<file path="config.mk">
export PLATFORM = sky130hd
export DESIGN_NAME = pipe_hazard_ctrl
export DESIGN_NICKNAME = d
export VERILOG_FILES = /design/src/rtl/pipe_hazard_ctrl.sv
export SDC_FILE = /design/constraint.sdc
export NUM_CORES = 1
export LEC_CHECK = 0
export CAP_MARGIN = 20
export CORE_ASPECT_RATIO = 1.4
export CORE_MARGIN = 2
export CORE_UTILIZATION = 52
export CTS_BUF_LIST = sky130_fd_sc_hd__clkbuf_2 sky130_fd_sc_hd__clkbuf_4 sky130_fd_sc_hd__clkbuf_8
export DETAILED_ROUTE_END_ITERATION = 8
export PLACE_DENSITY = 0.83
export SYNTH_ARGS = -nofsm -noshare
export SYNTH_HDL_FRONTEND = slang
export SYNTH_SLANG_ARGS = --single-unit
</file>
<file path="constraint.sdc">
create_clock -name clk -period 3.3 [get_ports clk]
set_input_delay 0.33 -clock clk [delete_from_list [all_inputs] [get_ports clk]]
set_output_delay 0.33 -clock clk [all_outputs]
set_load 0.005 [all_outputs]
</file>
<file path="src/rtl/pipe_hazard_ctrl.sv">
// Hazard and forwarding controller: per-stage destination scoreboard, operand
// forward selects, load-use stall with bubble, memory freeze, branch flush.
module pipe_hazard_ctrl #(
  parameter int NUM_STAGES = 3,
  parameter int NUM_SRC    = 3,
  parameter int REG_AW     = 5,
  parameter int ZERO_REG   = 31,
  parameter int CNT_W      = 16,
  localparam int SELW      = $clog2(NUM_STAGES + 1)
) (
  input  logic                      clk,
  input  logic                      reset,
  input  logic                      id_valid,
  input  logic [NUM_SRC*REG_AW-1:0] id_src_addr,
  input  logic [NUM_SRC-1:0]        id_src_used,
  input  logic [REG_AW-1:0]         id_dst_addr,
  input  logic                      id_regwrite,
  input  logic                      id_memtoreg,
  input  logic                      id_setflag,
  input  logic                      id_flag_use,
  input  logic                      br_taken,
  input  logic                      mem_busy,
  output logic [NUM_SRC*SELW-1:0]   fwd_sel,
  output logic                      flag_fwd,
  output logic                      stall_if,
  output logic                      stall_id,
  output logic                      bubble_ex,
  output logic                      flush_id,
  output logic                      freeze,
  output logic [NUM_STAGES-1:0]     stage_valid,
  output logic [CNT_W-1:0]          stall_cnt,
  output logic [CNT_W-1:0]          flush_cnt
);

  logic              sbValid    [1:NUM_STAGES];
  logic [REG_AW-1:0] sbDst      [1:NUM_STAGES];
  logic              sbRegwrite [1:NUM_STAGES];
  logic              sbMemtoreg [1:NUM_STAGES];
  logic              sbSetflag  [1:NUM_STAGES];

  logic              luse;
  logic              hit;
  logic              found;
  logic [REG_AW-1:0] srcAddr;
  logic              take;

  // Scan stages youngest-first; a load in stage 1 is never a forward source,
  // it raises load-use instead and the scan continues to older writers.
  always_comb begin
    fwd_sel = '0;
    luse    = 1'b0;
    hit     = 1'b0;
    found   = 1'b0;
    srcAddr = '0;
    for (int unsigned i = 0; i < NUM_SRC; i++) begin
      srcAddr = id_src_addr[i*REG_AW +: REG_AW];
      found   = 1'b0;
      for (int unsigned k = 1; k <= NUM_STAGES; k++) begin
        hit = sbValid[k] && sbRegwrite[k] && (sbDst[k] == srcAddr) &&
              id_src_used[i] && (srcAddr != REG_AW'(ZERO_REG));
        if (hit && (k == 1) && sbMemtoreg[1]) begin
          luse = luse | id_valid;
        end else if (hit && !found) begin
          fwd_sel[i*SELW +: SELW] = SELW'(k);
          found = 1'b1;
        end
      end
    end
  end

  always_comb begin
    stage_valid = '0;
    for (int unsigned k = 1; k <= NUM_STAGES; k++) begin
      stage_valid[k-1] = sbValid[k];
    end
  end

  assign freeze    = mem_busy;
  assign stall_if  = mem_busy | luse;
  assign stall_id  = mem_busy | luse;
  assign bubble_ex = luse & ~mem_busy;
  assign flush_id  = id_valid & br_taken & ~luse & ~mem_busy;
  assign flag_fwd  = id_flag_use & sbValid[1] & sbSetflag[1];
  assign take      = id_valid & ~bubble_ex;

  always_ff @(posedge clk) begin
    if (reset) begin
      for (int unsigned k = 1; k <= NUM_STAGES; k++) begin
        sbValid[k]    <= 1'b0;
        sbDst[k]      <= '0;
        sbRegwrite[k] <= 1'b0;
        sbMemtoreg[k] <= 1'b0;
        sbSetflag[k]  <= 1'b0;
      end
      stall_cnt <= '0;
      flush_cnt <= '0;
    end else if (!freeze) begin
      for (int unsigned k = NUM_STAGES; k > 1; k--) begin
        sbValid[k]    <= sbValid[k-1];
        sbDst[k]      <= sbDst[k-1];
        sbRegwrite[k] <= sbRegwrite[k-1];
        sbMemtoreg[k] <= sbMemtoreg[k-1];
        sbSetflag[k]  <= sbSetflag[k-1];
      end
      sbValid[1]    <= take;
      sbDst[1]      <= take ? id_dst_addr : '0;
      sbRegwrite[1] <= take & id_regwrite;
      sbMemtoreg[1] <= take & id_memtoreg;
      sbSetflag[1]  <= take & id_setflag;
      if (bubble_ex && (stall_cnt != '1)) stall_cnt <= stall_cnt + 1'b1;
      if (flush_id && (flush_cnt != '1)) flush_cnt <= flush_cnt + 1'b1;
    end
  end

endmodule

</file>
==> impl_metrics.py, run 1 <==
metrics = {
    "clocking": {
        "cts_hold_buffers": 0,
        "tritoncts": "done",
        "insertion_delay_ns": 0.31,
        "numCtsBuffers": 5,
        "path_clk_slew_ns": 0.11,
        "cts_root_buffer": "clkbuf_8",
        "cts.sinks": 55,
        "cts_buffer_depth": 2,
        "postCtsSetupBuffers": 0,
        "cts_resized": 0,
        "htree_levels": 2,
    },
    "route": {
        "num_vias": 3077,
        "firstDrtPassIters": 4,
        "drc": 0,
        "drtIter0Drc": 216,
        "wire_per_inst_um": 15.8,
        "drtAntennaViolNets": 0,
        "vias_per_cell": 5.97,
        "wl_um": 8140,
    },
    "timing": {
        "worst_pin_slew_ns": 0.627,
        "final_max_slew_viol_count": 0,
        "slew_headroom": 0.579,
        "period_minus_slack_ns": 3.21,
        "rsz0062_at_grt": "no",
        "setup_violations": 0,
        "finalCritPeriodShare": 0.971,
        "setup_tns_ns": 0,
        "fmax_mhz": 312,
        "clock-skew-final_ns": 0.0240,
        "hold_viol_final": 0,
    },
    "setup_path": {
        "cp.arrival_ns": 2.88,
        "critical_path_required_ns": 2.97,
        "setup.worst_path.end_class": "output port",
        "critPathKind": "reg -> out",
        "cp_max_fo": 5,
        "cp-start-kind": "register",
    },
    "job": {
        "cap_viol_max_count": 0,
    },
    "global_route": {
        "grt-ovfl-total": 0,
        "grt_pass1_wl_um": 13300,
        "grt_max_degree": 29,
        "grt_antenna_before_repair": 0,
        "grt_pass1_vias": 2981,
        "grt_usage": 0.232,
    },
    "logic_synthesis": {
        "synthTopCellsByArea": "edfxtp_1, dfxtp_1, xnor2_1",
        "synthArstFlopShare": 0,
        "yosysTopAreaCell": "edfxtp_1",
        "syn_area_per_cell_um2": 9.24,
        "synth_top_area_share": 0.210,
        "yosys_warnings": 0,
        "post-synth-top-count-cell": "xnor2_1",
        "synth-seq-cells": 55,
        "ys_seq_area_frac": 0.405,
        "synth_edf_count": 23,
        "synth_flop_cell": "dfxtp_1",
        "synth_commonest_cells": "xnor2_1, dfxtp_1, a21oi_1, edfxtp_1",
        "syn-cell-area_um2": 3290,
        "synthCells": 356,
        "synth_nets": 390,
        "yosysUniqueCellTypes": 44,
    },
    "final_layout": {
        "drive_gt1_frac": 0.102,
        "stdcell_count": 515,
        "final_nets": 476,
        "antenna_cells": 0,
        "seq_area_um2": 1330,
        "multiInputGateArea_um2": 1870,
        "synthToLayoutAreaGrowth_pct": 32.0,
        "nFillCells": 479,
    },
    "die": {
        "die_w_um": 71.2,
        "io_pins": 79,
        "initial_core_util": 0.533,
        "die-area_um2": 6990,
        "fp-row-count": 34,
        "die_h_um": 98.1,
        "core_area_um2": 6170,
    },
    "power": {
        "irDropWorstVdd_mv": 0.248,
        "p_leak_nw": 1.47,
        "p_per_area_nw_per_um2": 320,
    },
    "placed_design": {
        "dpl.hpwl_um": 6260,
        "io_buffer_count": 78,
        "placedCellCount": 507,
        "gp_congestion": 0.925,
    },
    "run_status": {
        "status": "finished clean",
    },
    "min_path": {
        "hold_path.class": "reg -> reg",
    },
}
==> sequential cells by signal (all words and copies together) (netlist names) <==
| register | flops |
|---|---|
| flush_cnt | 16 |
| stall_cnt | 16 |
| sbDst | 15 |
| sbRegwrite | 3 |
| sbValid | 3 |
| sbMemtoreg | 1 |
| sbSetflag | 1 |
==> stage by stage <==
stage               hold WS [ns]  setup WS [ns]  instance area [um2]   util  total power, mW
floorplan                  0.477          0.736                 3290      -            0.853
global placement           0.469          0.143                 4210  0.683            0.944
detailed placement         0.489         0.0591                 4210  0.683            0.952
CTS                        0.504         0.0299                 4330  0.702             1.40
global route               0.538         0.0199                 4340  0.704             1.44
finish                     0.502         0.0944                 4340  0.704             1.39
==> where the power goes <==
group	switching (mW)	total [mW]	internal [mW]	leakage, nW
Combinational	0.0795	0.181	0.102	0.907
Sequential	0.0281	0.758	0.730	0.510
Clock	0.222	0.451	0.229	0.0548
Total	0.329	1.39	1.06	1.47
==> path summary, 6_finish.rpt <==
path,startpoint,to,slack (ns),cells past startpoint
max,sbDst[0][6],bubble_ex,0.09,6
min reg2reg,flush_cnt[5],flush_cnt[5],0.50,2
max reg2reg,sbDst[0][6],stall_cnt[8],0.41,6
min,flush_cnt[5],flush_cnt[5],0.50,2
==> cells in the final DEF, fill, tap and decap left out, types with 3 or more instances in the layout <==
master / netlist / final
xor2_1: 9 / 9
nand4_1: 17 / 17
o21ai_0: 9 / 9
or3_1: 5 / 5
clkbuf_8: 0 / 5
and3_1: 10 / 10
o31ai_1: 11 / 11
nor4b_2: 3 / 3
a21oi_1: 23 / 23
or4_1: 13 / 10
xnor2_1: 36 / 36
buf_4: 2 / 18
or4_4: 0 / 3
nor2_1: 17 / 17
nand3_1: 18 / 18
clkdlybuf4s50_1: 0 / 78
o21ai_1: 3 / 3
mux2_2: 8 / 8
nand2b_1: 4 / 4
nor2b_1: 9 / 9
edfxtp_1: 23 / 23
nand2_1: 22 / 22
and2_1: 22 / 22
nor4_1: 12 / 12
dfxtp_1: 32 / 32
inv_1: 6 / 6
==> logic make-up after synthesis <==
group / count (synthesis) / share of synthesized area
buffers and inverters: 23 / 0.0316
multiplexers: 9 / 0.0304
XOR/XNOR: 45 / 0.120
AND/OR/NAND/NOR: 159 / 0.281
AO/OA/AOI/OAI: 63 / 0.125
adder cells (fa/ha/maj): 2 / 0.00761
flip-flops: 55 / 0.405
==> layout make-up <==
cell class / instances / share of cell area
multi-input combinational: 278 / 0.430
sequential: 55 / 0.307
timing repair buffer: 96 / 0.211
tap: 72 / 0.0208
clock buffer: 5 / 0.0159
clock inverter: 3 / 0.0107
inverter: 6 / 0.00519
==> critical path, cell delays in order, from the launching register on <==
cell and delay, ns:
edfxtp_1 0.53, xnor2_1 0.20, nand4_1 0.17, or4_4 0.56
a311o_4 0.45, inv_1 0.14, clkdlybuf4s50_1 0.52
==> per-layer routing <==
| metal | track usage | vias to the layer above | part of all wire | wire length (um) |
|---|---|---|---|---|
| met1 | 0.280 | 1478 | 0.42 | 3400 |
| li1 | - | 1494 | - | - |
| met3 | 0.0299 | 16 | 0.037 | 300 |
| met5 | 0 | - | 0 | 0 |
| met2 | 0.418 | 89 | 0.52 | 4260 |
| met4 | 0.0726 | 0 | 0.022 | 181 |
Power figures use the tool's default switching activity.
==> run 2, diff against run 1 <==
--- a/config.mk
+++ b/config.mk
@@ -8,10 +8,10 @@
 export CAP_MARGIN = 20
 export CORE_ASPECT_RATIO = 1.4
 export CORE_MARGIN = 2
-export CORE_UTILIZATION = 52
+export CORE_UTILIZATION = 47
 export CTS_BUF_LIST = sky130_fd_sc_hd__clkbuf_2 sky130_fd_sc_hd__clkbuf_4 sky130_fd_sc_hd__clkbuf_8
 export DETAILED_ROUTE_END_ITERATION = 8
-export PLACE_DENSITY = 0.83
+export PLACE_DENSITY = 0.79
 export SYNTH_ARGS = -nofsm -noshare
 export SYNTH_HDL_FRONTEND = slang
 export SYNTH_SLANG_ARGS = --single-unit
==> constraint.sdc (replaced) <==
create_clock -name clk -period 2.62 [get_ports clk]
set_input_delay 0.393 -clock clk [delete_from_list [all_inputs] [get_ports clk]]
set_output_delay 0.393 -clock clk [all_outputs]
set_load 0.005 [all_outputs]
==> run 2 against run 1 <==
  * The run now ends with negative setup slack left
  * Highest routed layer unchanged
  * Largest power group unchanged
  * Clock power is 28% higher
  * Via count is 5.7% higher
  * Critical path depth is 3 higher
  * Count of clock-buffer cells in the layout stayed put
  * Die area is 10% higher
  * Utilization is 2.3 points higher
  * Non-clock buffer count is 41 higher
  * Combinational power is 68% higher
==> impl_metrics.py, run 2 (same netlist as run 1, synthesis figures left out) <==
metrics = {
    "clocking": {
        "cts_hold_buffers": 0,
        "htree_levels": 2,
        "cts_root_buffer": "clkbuf_8",
        "numCtsBuffers": 5,
        "insertion_delay_ns": 0.32,
        "cts.sinks": 55,
        "path_clk_slew_ns": 0.11,
        "tritoncts": "done",
        "cts_buffer_depth": 2,
    },
    "setup_path": {
        "r2r_start": "sbDst[0][9]",
        "cp-start-kind": "register",
        "rr_worst_depth": 9,
        "critPathSlowestCell": "or4_4",
        "critPathKind": "reg -> reg",
        "r2r_end": "stall_cnt[9]",
        "cp_max_fo": 7,
        "crit_chain": "buf_6, xnor2_4, nand4_1, or4_4, a311o_4, buf_6, buf_12, nor4b_4, mux2_4",
        "critical_path_required_ns": 2.83,
        "reg2reg_setup_slack_ns": -0.32,
        "cp_num_buf_inv": 3,
        "crit_top_cell": "buf_6",
        "slowest_delay_ns": 0.60,
        "setup.worst_path.end_class": "register",
        "cp.arrival_ns": 3.16,
        "crit_family": "simple AND/OR/NAND/NOR gates",
    },
    "route": {
        "wire_per_inst_um": 16.5,
        "top_layer": "met4",
        "drtAntennaViolNets": 0,
        "wirelength_met1_um": 3880,
        "firstDrtPassIters": 4,
        "wl_um": 9580,
        "wl_met3_um": 336,
        "drtIter0Drc": 161,
        "drc": 0,
        "num_vias": 3253,
        "wl_met2_um": 5210,
        "vias_per_cell": 5.62,
    },
    "timing": {
        "clock-skew-final_ns": 0.0129,
        "worst_pin_slew_ns": 0.596,
        "whs_ns": 0.501,
        "setup_slack_ns": -0.323,
        "hold_viol_final": 0,
        "fmax_mhz": 340,
        "period_minus_slack_ns": 2.94,
        "setup_violations": 18,
        "rsz0062_at_grt": "yes",
        "finalCritPeriodShare": 1.12,
        "final_max_slew_viol_count": 0,
        "slew_headroom": 0.600,
    },
    "global_route": {
        "grt_antenna_before_repair": 0,
        "grt_max_degree": 39,
        "grt_pass1_vias": 3189,
        "grt-ovfl-total": 0,
        "grt_usage": 0.252,
        "grt_pass1_wl_um": 14900,
    },
    "power": {
        "p_leak_nw": 1.85,
        "irDropWorstVdd_mv": 0.341,
        "p_per_area_nw_per_um2": 366,
    },
    "die": {
        "fp-row-count": 36,
        "core_area_um2": 6890,
        "die_h_um": 103,
        "die-area_um2": 7690,
        "die_w_um": 74.7,
        "initial_core_util": 0.477,
        "io_pins": 79,
    },
    "final_layout": {
        "final_nets": 517,
        "nFillCells": 505,
        "largest_registers": "flush_cnt: 16 flops, stall_cnt: 16 flops, sbDst: 15 flops",
        "synthToLayoutAreaGrowth_pct": 52.1,
        "final_common_cell": "clkdlybuf4s50_1",
        "final_cell_mix": "clkdlybuf4s50_1, buf_4, dfxtp_1",
        "stdcell_count": 579,
        "antenna_cells": 0,
        "drive_gt1_frac": 0.252,
    },
    "placed_design": {
        "pre_cts_ws_ns": -0.696,
        "io_buffer_count": 78,
        "placedCellCount": 552,
        "gp_congestion": 0.901,
        "dpl.hpwl_um": 6430,
    },
    "min_path": {
        "min-delay-start": "flush_cnt[9]",
        "holdPathStages": 2,
        "min_to": "flush_cnt[9]",
        "hold_path.class": "reg -> reg",
    },
    "job": {
        "cap_viol_max_count": 0,
    },
    "run_status": {
        "status": "finished with violations",
        "violations": "negative setup slack",
    },
}
## run 2: changes by cell type in the layout (fill, tap and decap cells not counted), moves of 7 or more
cell,delta
buf_2,+7
buf_4,+28
buf_6,+12
clkdlybuf4s50_1,-20
dlygate4sd2_1,+7
nor4_1,-7
## run 2: power breakdown
group          leakage [nW]  internal (mW)  switching [mW]
logic                  1.28          0.170           0.135
clock network        0.0562          0.286           0.294
registers             0.510          0.919          0.0294
## run 2: final cells by class
cell class                 count  area (um2)  area share
sequential                    55        1330       0.266
tap                           95         119      0.0238
clock buffer                   5        68.8      0.0138
clock inverter                 3        42.5     0.00850
multi-input combinational    278        2150       0.429
inverter                       6        22.5     0.00450
timing repair buffer         137        1270       0.254
## run 2: worst min-delay path, cell delays in order (launching register included)
cell	delay, ns
dfxtp_1	0.34
o31ai_1	0.07
a21oi_1	0.06
## run 2: worst max-delay path by stage
stage,start,endpoint,cells after the start
global route,sbDst[0][9],stall_cnt[7],9
floorplan,sbDst[0][6],stall_cnt[10],7
detailed placement,id_src_addr[1],stall_cnt[8],8
CTS,sbDst[0][9],stall_cnt[9],9
finish,sbDst[0][9],stall_cnt[9],9
global placement,id_src_addr[1],bubble_ex,7
## run 2: through the flow
stage	setup TNS [ns]	total power, mW	area [um2]	utilization
6_report	-3.33	1.83	5000	0.726
5_1_grt	-4.81	1.90	5000	0.726
4_1_cts	-3.00	1.83	4920	0.714
3_5_place_dp	-12.60	1.22	4410	0.641
3_3_place_gp	-10.46	1.21	4410	0.641
2_1_floorplan	0	1.07	3300	-
## run 2: per-layer routing
layer  track usage  up-vias
li1              -     1570
met1         0.303     1583
met2         0.455       88
met3        0.0362       12
met4        0.0810        0
met5             0        -
## run 2: repair_timing
item / CTS / global route
buffers inserted: 19 / 0
gates resized for setup: 88 / 25
setup endpoints to repair: 20 / 34
cloned: 1 / 1
pin swaps: 27 / 8
